### src/rtl/note_synth.sv
// Square-wave note generator: plays one latched pitch for a latched duration,
// then pulses done. A start/busy/done handshake lets notes chain back-to-back.
module note_synth #(
    parameter int CLK_HZ      = 100_000_000,
    parameter int TICK_CYCLES = 6_250_000
) (
    input  logic       i_clk,
    input  logic       i_rst,
    input  logic       i_en,
    input  logic       i_start,
    input  logic [2:0] i_octave,
    input  logic [2:0] i_note,
    input  logic [3:0] i_length,
    input  logic [2:0] i_tempo,
    output logic       o_busy,
    output logic       o_done,
    output logic       o_buzzer
);

    typedef enum logic [1:0] {S_IDLE, S_PLAY, S_DONE} state_t;

    state_t      r_state;
    logic [23:0] r_phase;
    logic [31:0] r_tick;
    logic [23:0] r_half;
    logic [31:0] r_dur;
    logic        r_rest;
    logic        r_busy;
    logic        r_done;
    logic        r_buzzer;

    state_t      w_next;
    logic [23:0] w_base;
    logic [23:0] w_half_in;
    logic [31:0] w_dur_in;
    logic [23:0] w_phase_nx;
    logic [31:0] w_tick_nx;
    logic        w_buzz_nx;
    logic        w_accept;
    logic        w_wrap;

    // Octave-4 half-periods, resolved at elaboration.
    always_comb begin
        case (i_note)
            3'd1:    w_base = 24'(CLK_HZ / (2 * 262));
            3'd2:    w_base = 24'(CLK_HZ / (2 * 294));
            3'd3:    w_base = 24'(CLK_HZ / (2 * 330));
            3'd4:    w_base = 24'(CLK_HZ / (2 * 349));
            3'd5:    w_base = 24'(CLK_HZ / (2 * 392));
            3'd6:    w_base = 24'(CLK_HZ / (2 * 440));
            3'd7:    w_base = 24'(CLK_HZ / (2 * 494));
            default: w_base = 24'd0;
        endcase
    end

    assign w_half_in = (i_octave < 3'd4) ? (w_base << (3'd4 - i_octave))
                                         : (w_base >> (i_octave - 3'd4));
    assign w_dur_in  = 32'(i_length) * (32'(i_tempo) + 32'd1) * 32'(TICK_CYCLES);
    assign w_wrap    = (r_phase == r_half - 24'd1);

    // DONE accepts a new start like IDLE so a sequencer can chain notes
    // with only the single silent DONE cycle between them.
    always_comb begin
        w_next     = r_state;
        w_phase_nx = r_phase;
        w_tick_nx  = r_tick;
        w_buzz_nx  = 1'b0;
        w_accept   = 1'b0;
        case (r_state)
            S_IDLE, S_DONE: begin
                w_next = S_IDLE;
                if (i_start) begin
                    w_accept   = 1'b1;
                    w_next     = (w_dur_in == 32'd0) ? S_DONE : S_PLAY;
                    w_phase_nx = 24'd0;
                    w_tick_nx  = 32'd0;
                end
            end
            S_PLAY: begin
                w_tick_nx  = r_tick + 32'd1;
                w_phase_nx = w_wrap ? 24'd0 : r_phase + 24'd1;
                w_buzz_nx  = (w_wrap && !r_rest) ? ~r_buzzer : r_buzzer;
                if (r_tick == r_dur - 32'd1) begin
                    w_next    = S_DONE;
                    w_buzz_nx = 1'b0;
                end
            end
            default: w_next = S_IDLE;
        endcase
        if (!i_en) begin
            w_next    = S_IDLE;
            w_buzz_nx = 1'b0;
            w_accept  = 1'b0;
        end
    end

    always_ff @(posedge i_clk) begin
        if (i_rst) begin
            r_state  <= S_IDLE;
            r_phase  <= 24'd0;
            r_tick   <= 32'd0;
            r_half   <= 24'd0;
            r_dur    <= 32'd0;
            r_rest   <= 1'b0;
            r_busy   <= 1'b0;
            r_done   <= 1'b0;
            r_buzzer <= 1'b0;
        end else begin
            r_state  <= w_next;
            r_phase  <= w_phase_nx;
            r_tick   <= w_tick_nx;
            r_buzzer <= w_buzz_nx;
            r_busy   <= (w_next != S_IDLE);
            r_done   <= (w_next == S_DONE);
            if (w_accept) begin
                r_half <= w_half_in;
                r_dur  <= w_dur_in;
                r_rest <= (i_note == 3'd0);
            end
        end
    end

    assign o_busy   = r_busy;
    assign o_done   = r_done;
    assign o_buzzer = r_buzzer;

endmodule

### config.mk
export PLATFORM = sky130hd
export DESIGN_NAME = note_synth
export DESIGN_NICKNAME = d
export VERILOG_FILES = /design/src/rtl/note_synth.sv
export SDC_FILE = /design/constraint.sdc
export NUM_CORES = 1
export LEC_CHECK = 0
export CORE_MARGIN = 4
export CORE_UTILIZATION = 32
export CTS_BUF_LIST = sky130_fd_sc_hd__clkbuf_16
export CTS_CLUSTER_DIAMETER = 150
export DETAILED_ROUTE_END_ITERATION = 12
export PLACE_DENSITY = 0.47
export SETUP_SLACK_MARGIN = 0.5
export SLEW_MARGIN = 20
export SYNTH_ARGS = -nofsm -noshare
export SYNTH_HDL_FRONTEND = slang
export SYNTH_SLANG_ARGS = --single-unit
### constraint.sdc
create_clock -name i_clk -period 15 [get_ports i_clk]
set_clock_uncertainty 0.15 [all_clocks]
set_input_delay 1.5 -clock i_clk [delete_from_list [all_inputs] [get_ports i_clk]]
set_output_delay 1.5 -clock i_clk [all_outputs]
set_load 0.005 [all_outputs]
## Word level (Yosys, flattened, before mapping)

Cells that the tools add are included.
W data, S select, Z words.

- Add/sub/neg operators: 7
- Multipliers: 2
- $lt $le $gt $ge: 1
- Equal/unequal tests: 13
- Shifts and indexed selects: 2
- Mux-type cells: 15
- Bitwise logic cells: 3
- Reductions and logical operators: 10

Operators with widths:

| cell | count |
|---|---|
| $pmux W18 S7 | 1 |
| $mux W24 | 3 |
| $pmux W32 S2 | 1 |
| $pmux W24 S2 | 1 |
| $add A32 B1 Y32 const B | 1 |
| $eq A32 B32 Y1 | 1 |
| $logic_not A32 Y1 | 1 |
| $mux W32 | 1 |
| $sub A32 B1 Y32 const B | 1 |
| $mul A8 B19 Y27 const B | 1 |
| $add A24 B1 Y24 const B | 1 |
| $eq A24 B24 Y1 | 1 |
| $shl A24 B3 Y24 | 1 |
| $shr A24 B3 Y24 | 1 |
| $sub A24 B1 Y24 const B | 1 |
| $eq A3 B3 Y1 const B | 4 |
| $mul A4 B4 Y8 | 1 |
| $mux W2 | 4 |
| $eq A3 B2 Y1 const B | 2 |
| $add A3 B1 Y4 const B | 1 |
| $eq A2 B2 Y1 const B | 2 |
| $pmux W2 S2 | 1 |
| $reduce_bool A2 Y1 | 2 |
| $reduce_or A4 Y1 | 1 |
| other kinds (14) | 18 |

- Bits in registers: 114
- Input bits: 17

## Depth between registers and ports, before layout

Gate-level depths: netlist (run 1).

- Depth after elaboration: 9
- Gate-level depth with buffers: 31
- Gate-level depth less buffers: 30

## Least setup slack after synthesis (run 1)

OpenSTA, ideal clock, no wires.

- Path kind: input to register
- Start point: input port i_tempo[0]
- End point: register r_done (netlist: o_done)
- Setup time: 0.065 ns
- Data arrival time: 8.946 ns
- Path slack: 5.839 ns
- Cell stages on the path: 28
- Path through: ha_1 > xor2_1 > nand2_1 > fa_1 > inv_1 > fa_1 > inv_1 > fa_1 > inv_1 > a21oi_1 > o21bai_1 > xor2_1 > fa_1 > inv_1 > fa_1 > fa_1 > fa_1 > inv_1 > ha_1 > a211oi_1 > nor3_1 > a211oi_1 > o21ai_0 > a2111o_1 > a2111oi_0 > nand4b_1 > o32a_1 > nor2_1

- Cells in the longest elaborated chain, start to end: 9

Ends and longest elaborated chain:

| element | line | source |
|---|---|---|
| from (decl) | 14 | `input logic [2:0] i_tempo,` |
| $add A3 B1 Y4 | 58 | `assign w_dur_in = 32'(i_length) * (32'(i_tempo) + 32'd1) * 32'(TICK_CYCLES);` |
| $mul A4 B4 Y8 | 58 |  |
| $mul A8 B19 Y27 | 58 |  |
| $logic_not A32 Y1 | 74 | `w_next = (w_dur_in == 32'd0) ? S_DONE : S_PLAY;` |
| $mux W2 | 74 |  |
| $mux W2 | 72 | `if (i_start) begin` |
| $pmux W2 S2 | 69 | `case (r_state)` |
| $mux W2 | 90 | `if (!i_en) begin` |
| $eq A2 B2 Y1 | 114 | `r_done <= (w_next == S_DONE);` |
| to (signal assigned) | 114 |  |
| to (decl) | 29 | `logic r_done;` |

No other way between the ends.
A chain may end at the register's enable or synchronous reset.

## Final worst setup path (run 1)

- Start point: input port i_tempo[0]
- End point: register r_state[1]

- Cells in the longest elaborated chain, start to end: 8

Ends and longest elaborated chain:

| element | line | source |
|---|---|---|
| $add A3 B1 Y4 | 58 |  |
| $mul A4 B4 Y8 | 58 |  |
| $mul A8 B19 Y27 | 58 |  |
| $logic_not A32 Y1 | 74 |  |
| $mux W2 | 74 |  |
| $mux W2 | 72 |  |
| $pmux W2 S2 | 69 |  |
| $mux W2 | 90 |  |
| to (signal assigned) | 109 | `r_state <= w_next;` |
| to (decl) | 22 | `state_t r_state;` |

No other way between the ends.

==> results of run 1 <==
==> metrics by stage <==
step | hold slack (ns) | area, sq um | util
floorplan | 0.287 | 11600 | -
global placement | 0.317 | 12000 | 0.338
detailed placement | 0.323 | 12000 | 0.338
CTS | 0.331 | 12600 | 0.354
global route | 0.343 | 12600 | 0.354
finish | 0.326 | 12600 | 0.354
==> metal layers <==
metal  up-vias  share of wire
met2       206           0.45
li1       5589              -
met5         -              0
met4         0          0.017
met1      5158           0.50
met3        34          0.031
==> logic make-up (layout without fill, tap and decap cells) <==
group	Yosys count	in the layout	share of synthesized area
adders and majority gates	114	114	0.153
buffers and inverters	219	180	0.0732
and+or+nand+nor	641	641	0.271
xor gates and xnor gates	92	92	0.0697
muxes	14	14	0.0127
AOI/OAI and AO/OA	408	408	0.225
DFF	113	113	0.196
==> worst max-delay path by stage <==
stage / end / depth (start not counted)
after floorplan: o_done / 28
after global placement: o_done / 29
after detailed placement: r_state[1] / 29
after CTS: r_state[1] / 29
after global routing: r_state[1] / 29
final: r_state[1] / 29
==> cells in the mapped netlist, drive strengths merged (47+ instances only) <==
cell type / number / area [sq um]
a21oi: 114 / 571
clkbuf: 92 / 348
dfxtp: 113 / 2260
ha: 69 / 863
inv: 109 / 409
nand2: 169 / 642
nand3: 63 / 315
nor2: 165 / 619
nor3: 55 / 280
o21ai: 105 / 537
xnor2: 47 / 412
==> area by class of cell <==
type                            instances  area [sq um]  share of cell area
Multi-Input combinational cell       1269          8450               0.671
Sequential cell                       113          2260               0.179
Clock inverter                         15           151              0.0120
Clock buffer                           17           425              0.0337
Tap cell                              461           577              0.0458
Inverter                              110           413              0.0328
Timing Repair Buffer                   38           323              0.0256
==> registers in the layout, summed over array words and instances (netlist names) <==
signal / cells
r_tick: 32
r_dur: 27
r_half: 24
r_phase: 24
r_state: 2
o_busy: 1
o_buzzer: 1
o_done: 1
r_rest: 1
==> power groups by stage <==
stage | Combinational (uW) | Clock (uW) | Sequential [uW]
finish | 2310 | 403 | 352
global route | 2620 | 425 | 356
CTS | 2320 | 415 | 351
detailed placement | 2310 | 0 | 358
global placement | 2290 | 0 | 358
floorplan | 1750 | 0 | 341
==> critical path, delay by kind of cell <==
| family | cells | cell delay, ns |
|---|---|---|
| compound gates | 8 | 2.58 |
| simple gates | 4 | 0.54 |
| buf+inv | 6 | 0.93 |
| xor+xnor | 2 | 0.77 |
| fa+ha+maj | 9 | 4.02 |
==> results.yml, run 1 <==
timing:
  fin_crit_ns: 10.15
  relSlewSlack: 0.373
  worst_pin_slew_ns: 0.932
  final.setup.tns_ns: 0
  fmax_mhz: 98.5
  post-route-period-util: 0.677
  final_hold_viol_count: 0
  drv_slew: 0
  setup_slack_ns: 4.85
  rsz0062_at_grt: "false"
  final-setup-viol-count: 0
grt:
  top_usage_layer: "met2"
  grt_pass1_wl_um: 57800
  met1_usage: 0.257
  grt_pass1_vias: 10700
  use_met3: 0.0202
  grt_overflow: 0
  grtUsageMet2: 0.282
  antenna_found_initial: 0
  grt_max_degree: 80
  grt.total_usage: 0.178
floorplan:
  rows: 69
  fp.dieH_um: 198
  die_x_um: 198
  io_pins: 20
  die-area_sq_um: 39200
  coreArea_sq_um: 35600
  start_util: 0.325
synth:
  synth_fp_nets: 1732
  synth_edf_count: 0
  synth_seq_cells: 113
  async_flop_share: 0
  ys.flop_type: "dfxtp_1"
  synthCells: 1601
  yosysWarnings: 0
  syn_area_per_cell_sq_um: 7.22
  synth.distinct_cells: 79
  syn_area_sq_um: 11600
  yosysSeqAreaShare: 0.196
finish:
  fill_cells: 3864
  final_common_cell: "nand2_1"
  final_cell_mix: "nand2_1, nor2_1, a21oi_1"
  layout-drive-gt1-share: 0.0461
  fin_cells: 2023
  area_delta_synth_final_pct: 9.08
  antenna_cells: 0
  nets: 1680
pwr:
  pwr-share-comb: 0.754
  p_int_uw: 1460
  power.share.clock: 0.131
  seq_power_share: 0.115
  leakage_uw: 0.00494
  power.density_nw_per_um2: 243
  p_sw_uw: 1610
  switching_share: 0.525
  irDropWorstVdd_uv: 228
  p_total_uw: 3070
drt:
  wl_per_cell_um: 17.1
  drt-vias-per-instance: 5.43
  num_vias: 11000
  drc_errors: 0
  routed_wl_um: 34500
  ant_nets: 0
  drtIter0Drc: 747
  firstDrtPassIters: 5
placement:
  place_inst: 1991
  place_ws_ns: 4.33
  gp_congestion: 0.897
  port-buffer-count: 19
  dp.final_hpwl_um: 25800
setup_path:
  crit_path_max_fanout: 8
  worstPathRequired_ns: 15.21
  max_stage_delay_ns: 0.60
  crit_path_frequent_cell: "fa_1"
  r2r_setup_slack_ns: 10.88
  r2r_end: "r_phase[22]"
  endpoint_kind: "register"
  startpoint_type: "input port"
  r2r_cells: 11
  timing.rr.start: "r_half[0]"
  cp_slowest_cell: "a211oi_1"
  worstSetupStartpoint: "i_tempo[0]"
  cp.arrival_ns: 10.36
  path_class: "input port to register"
clock_tree:
  cts_resized: 0
  clk_pin_slew_worst_paths_ns: 0.06
  ctsHoldBuffers: 0
  cts_tree: "yes"
  clk_path_buf_depth: 2
  clock-root-buffer: "clkbuf_16"
  cts_buffers: 17
  htree_levels: 4
  cts_setup_buffers: 0
  cts.sinks: 113
  clk_latency_ns: 0.42
worst_hold_path:
  hold_start: "r_dur[27]"
  min_path_cells: 2
  hold-path-endpoint: "r_dur[27]"
  hold_path.class: "register to register"
flow_run:
  cap_violations: 0
run_status:
  outcome: "complete, no violations"
No activity file was read; power rests on OpenSTA's default activity.
==> run 2: changes to the inputs <==
PLACE_DENSITY = 0.49   (was 0.47)
clock period = 9.1 ns   (was 15 ns; I/O delays follow)
==> run 2 against run 1 <==
Net effect:
- count of clock-buffer cells in the layout unchanged
- sequential power up 65%
- flip-flop and latch count unchanged
- combinational power up 96%
- critical endpoint is now o_done
==> results.yml, run 2 (synthesis results as in run 1) <==
finish:
  reg_top3: "r_tick x32, r_dur x27"
  nets: 1709
  regMostFlops: "r_tick"
  final_common_cell: "nand2_1"
  area_delta_synth_final_pct: 12.2
  final_cell_mix: "nand2_1, nor2_1, dfxtp_1"
  fin_cells: 2052
  layout-drive-gt1-share: 0.0823
  antenna_cells: 0
  largest_reg_flops: 32
setup_path:
  endpoint_kind: "register"
  crit_path_max_fanout: 3
  startpoint_type: "input port"
  max_stage_delay_ns: 0.63
  cp_slowest_cell: "fa_2"
  crit_path_frequent_cell: "fa_1"
  path_class: "input port to register"
  worstPathRequired_ns: 9.31
  cp.arrival_ns: 8.48
grt:
  grt_overflow: 0
  grt_max_degree: 86
  antenna_found_initial: 0
  grt.total_usage: 0.175
  grt_pass1_vias: 10700
  grt_pass1_wl_um: 57000
run_status:
  outcome: "complete, no violations"
clock_tree:
  htree_levels: 4
  clk_path_buf_depth: 2
  clk_pin_slew_worst_paths_ns: 0.06
  cts_buffers: 17
  clk_latency_ns: 0.43
  cts_tree: "yes"
  clock-root-buffer: "clkbuf_16"
  cts.sinks: 113
floorplan:
  die_x_um: 198
  io_pins: 20
  coreArea_sq_um: 35600
  start_util: 0.325
  fp.dieH_um: 198
  die-area_sq_um: 39200
  rows: 69
timing:
  fin_crit_ns: 8.27
  fmax_mhz: 121
  drv_slew: 0
  rsz0062_at_grt: "false"
  post-route-period-util: 0.909
  final-setup-viol-count: 0
  worst_pin_slew_ns: 0.981
  final.setup.tns_ns: 0
  relSlewSlack: 0.346
  final_hold_viol_count: 0
placement:
  port-buffer-count: 19
  gp_congestion: 0.885
  dp.final_hpwl_um: 25500
  place_inst: 2018
drt:
  num_vias: 11300
  routed_wl_um: 34300
  drtIter0Drc: 788
  drt-vias-per-instance: 5.51
  ant_nets: 0
  firstDrtPassIters: 6
  drc_errors: 0
  wl_per_cell_um: 16.7
pwr:
  irDropWorstVdd_uv: 402
  power.density_nw_per_um2: 445
  leakage_uw: 0.00509
flow_run:
  cap_violations: 0
worst_hold_path:
  hold_path.class: "register to register"
==> run 2: final cells by class <==
cell class	instances	area (sq um)
clock inverters	15	164
fillers	3857	22600
inverters	110	413
multi-input cells	1269	8590
clock buffers	17	425
flip-flops and latches	113	2260
repair buffers	67	543
well taps	461	577
==> run 2: power by group <==
part	switching, uW	total (uW)	internal [uW]
sequential	51.5	580	528
clock	264	669	405
combinational	2590	4530	1940
total	2910	5780	2870
==> run 2: metrics by stage <==
stage / total power [uW] / util / setup slack [ns] / cell area (sq um) / hold slack, ns
after floorplan: 3450 / - / 0.529 / 11600 / 0.287
after global placement: 4740 / 0.344 / 0.112 / 12200 / 0.317
after detailed placement: 4760 / 0.344 / -0.0727 / 12200 / 0.323
after CTS: 5470 / 0.361 / 0.525 / 12800 / 0.331
after global routing: 6370 / 0.365 / 0.469 / 13000 / 0.347
final: 5780 / 0.365 / 0.827 / 13000 / 0.328
==> run 2: final timing paths <==
path	start	end	slack [ns]	cells after the start
setup reg to reg	r_half[0]	r_phase[8]	5.05	11
hold reg to reg	r_dur[27]	r_dur[27]	0.33	2
hold / removal	r_dur[27]	r_dur[27]	0.33	2
setup / recovery	i_tempo[1]	o_done	0.83	29
==> run 2: repair_timing <==
action	in CTS	in global routing
setup endpoints to repair	2	4
buffers inserted	0	2
hold buffers	0	0
pin swaps	1	29
endpoints found under the hold margin	0	0
gates resized for setup	3	27
==> run 2: critical path, delay by kind of cell <==
| kind | cells | cell delay, ns |
|---|---|---|
| buffers and inverters | 6 | 0.75 |
| AOI/OAI and AO/OA | 7 | 1.79 |
| and+or+nand+nor | 5 | 0.64 |
| xor gates and xnor gates | 2 | 0.33 |
| adders and majority gates | 9 | 4.06 |
==> run 2: per-layer routing <==
layer	GRT usage	part of all wire	up-vias
met1	0.250	0.49	5303
met5	0	0	-
met4	0.0421	0.013	0
met3	0.0175	0.046	36
met2	0.286	0.46	312
li1	-	-	5655
==> run 3: changes to the inputs <==
CORE_UTILIZATION = 45   (was 32)
PLACE_DENSITY = 0.64   (was 0.49)
==> run 3 against run 2 <==
Net effect:
- non-clock buffer count is 5 lower
- die area fell by 28%
- utilization up 14 points
- register-to-register slack better by 0.03 ns
- via count up 1.2%
- routed wire length decreased by 6.0%
==> results.yml, run 3 (synthesis results as in run 1) <==
run_status:
  outcome: "complete, no violations"
setup_path:
  max_stage_delay_ns: 0.56
  crit_path_max_fanout: 8
  startpoint_type: "input port"
  path_class: "input port to register"
  cp_slowest_cell: "fa_1"
  r2r_setup_slack_ns: 5.08
  worstPathRequired_ns: 9.29
  r2r_end: "r_phase[13]"
  worstSetupStartpoint: "i_tempo[1]"
  timing.rr.start: "r_half[0]"
  critPathCapture: "o_done"
  cp.arrival_ns: 8.48
  endpoint_kind: "register"
  r2r_cells: 11
grt:
  antenna_found_initial: 0
  grt.total_usage: 0.224
  grt_max_degree: 89
  grt_pass1_wl_um: 53500
  grt_overflow: 0
  grt_pass1_vias: 10500
pwr:
  switching_share: 0.500
  p_sw_uw: 2790
  power.density_nw_per_um2: 438
  irDropWorstVdd_uv: 435
  p_int_uw: 2790
  seq_power_share: 0.104
  leakage_uw: 0.00504
  p_total_uw: 5580
  pwr-share-comb: 0.787
  power.share.clock: 0.109
drt:
  wl_per_cell_um: 16.8
  drc_errors: 0
  routed_wl_um: 32200
  num_vias: 11400
  drt-vias-per-instance: 5.98
  drtIter0Drc: 1105
  ant_nets: 0
  firstDrtPassIters: 6
timing:
  post-route-period-util: 0.911
  final_hold_viol_count: 0
  rsz0062_at_grt: "false"
  final.setup.tns_ns: 0
  relSlewSlack: 0.336
  final-setup-viol-count: 0
  fmax_mhz: 121
  drv_slew: 0
  fin_crit_ns: 8.29
  worst_pin_slew_ns: 0.996
floorplan:
  die_x_um: 168
  rows: 58
  coreArea_sq_um: 25300
  fp.dieH_um: 168
  start_util: 0.458
  die-area_sq_um: 28300
  io_pins: 20
placement:
  dp.final_hpwl_um: 23900
  gp_congestion: 0.953
  port-buffer-count: 19
clock_tree:
  clk_pin_slew_worst_paths_ns: 0.05
  ctsHoldBuffers: 0
  cts_tree: "yes"
  clk_latency_ns: 0.41
  cts_buffers: 17
  clock-root-buffer: "clkbuf_16"
  clk_path_buf_depth: 2
  htree_levels: 4
  cts.sinks: 113
finish:
  area_delta_synth_final_pct: 10.2
  regMostFlops: "r_tick"
  nets: 1704
  reg_top3: "r_tick x32, r_dur x27"
  final_util: 0.504
  fill_cells: 2531
  final_cell_mix: "nand2_1, nor2_1, dfxtp_1"
  layout-drive-gt1-share: 0.0783
  final_common_cell: "nand2_1"
  antenna_cells: 0
  largest_reg_flops: 32
flow_run:
  cap_violations: 0
worst_hold_path:
  hold_path.class: "register to register"
run 3: changes by cell type in the layout (fill, tap and decap cells not counted), moves of 3 or more:
| cell | before | now |
|---|---|---|
| ha_1 | 68 | 60 |
| clkinv_4 | 6 | 0 |
| ha_2 | 0 | 6 |
| buf_4 | 48 | 43 |
| clkinvlp_4 | 5 | 0 |
| clkinv_2 | 1 | 5 |
| clkinv_1 | 1 | 4 |
run 3: worst max-delay path: cells and delay by family:
kind	cells	cell delay, ns
xor+xnor	3	0.68
compound gates	7	1.63
fa+ha+maj	9	3.75
simple gates	3	0.28
buf+inv	8	1.21
run 3: repair_timing:
item,4_1_cts,5_1_grt
gates resized for setup,5,31
setup endpoints to repair,3,6
buffers inserted,0,5
pin swaps,2,21
run 3: routing by layer:
| layer | GRT usage | routed length, um |
|---|---|---|
| met1 | 0.322 | 15200 |
| met2 | 0.350 | 14500 |
| met3 | 0.0310 | 1780 |
| met4 | 0.0674 | 706 |
| met5 | 0 | 0 |
run 3: power groups by stage:
stage	sequential (uW)	clock, uW	combinational (uW)
final	581	607	4390
after global routing	587	643	4950
after CTS	580	619	4090
after detailed placement	590	0	4050
after global placement	589	0	3990
after floorplan	563	0	2880
run 3: layout make-up:
cell class / count / area (sq um) / share of cell area
Multi-Input combinational cell: 1269 / 8620 / 0.676
Timing Repair Buffer: 62 / 503 / 0.0395
Clock buffer: 17 / 425 / 0.0334
Clock inverter: 12 / 104 / 0.00815
Sequential cell: 113 / 2260 / 0.178
Tap cell: 330 / 413 / 0.0324
Inverter: 110 / 413 / 0.0324
run 3: how the worst min path moves through the flow:
stage                     startpoint         end  slack, ns  cells past startpoint
after floorplan               r_rest      r_rest       0.29                      2
after global placement        r_rest      r_rest       0.31                      2
after detailed placement  r_half[23]  r_half[23]       0.32                      2
after CTS                 r_half[23]  r_half[23]       0.33                      2
after global routing          r_rest      r_rest       0.35                      2
final                     r_half[23]  r_half[23]       0.33                      2
run 3: through the flow:
stage	hold WS, ns	cell area, sq um	instances	setup slack (ns)
3_3_place_gp	0.309	12000	1879	0.0950
5_1_grt	0.351	12700	1913	0.475
2_1_floorplan	0.287	11600	1601	0.529
6_report	0.332	12700	1913	0.812
4_1_cts	0.330	12600	1908	0.508
3_5_place_dp	0.323	12000	1879	-0.0904
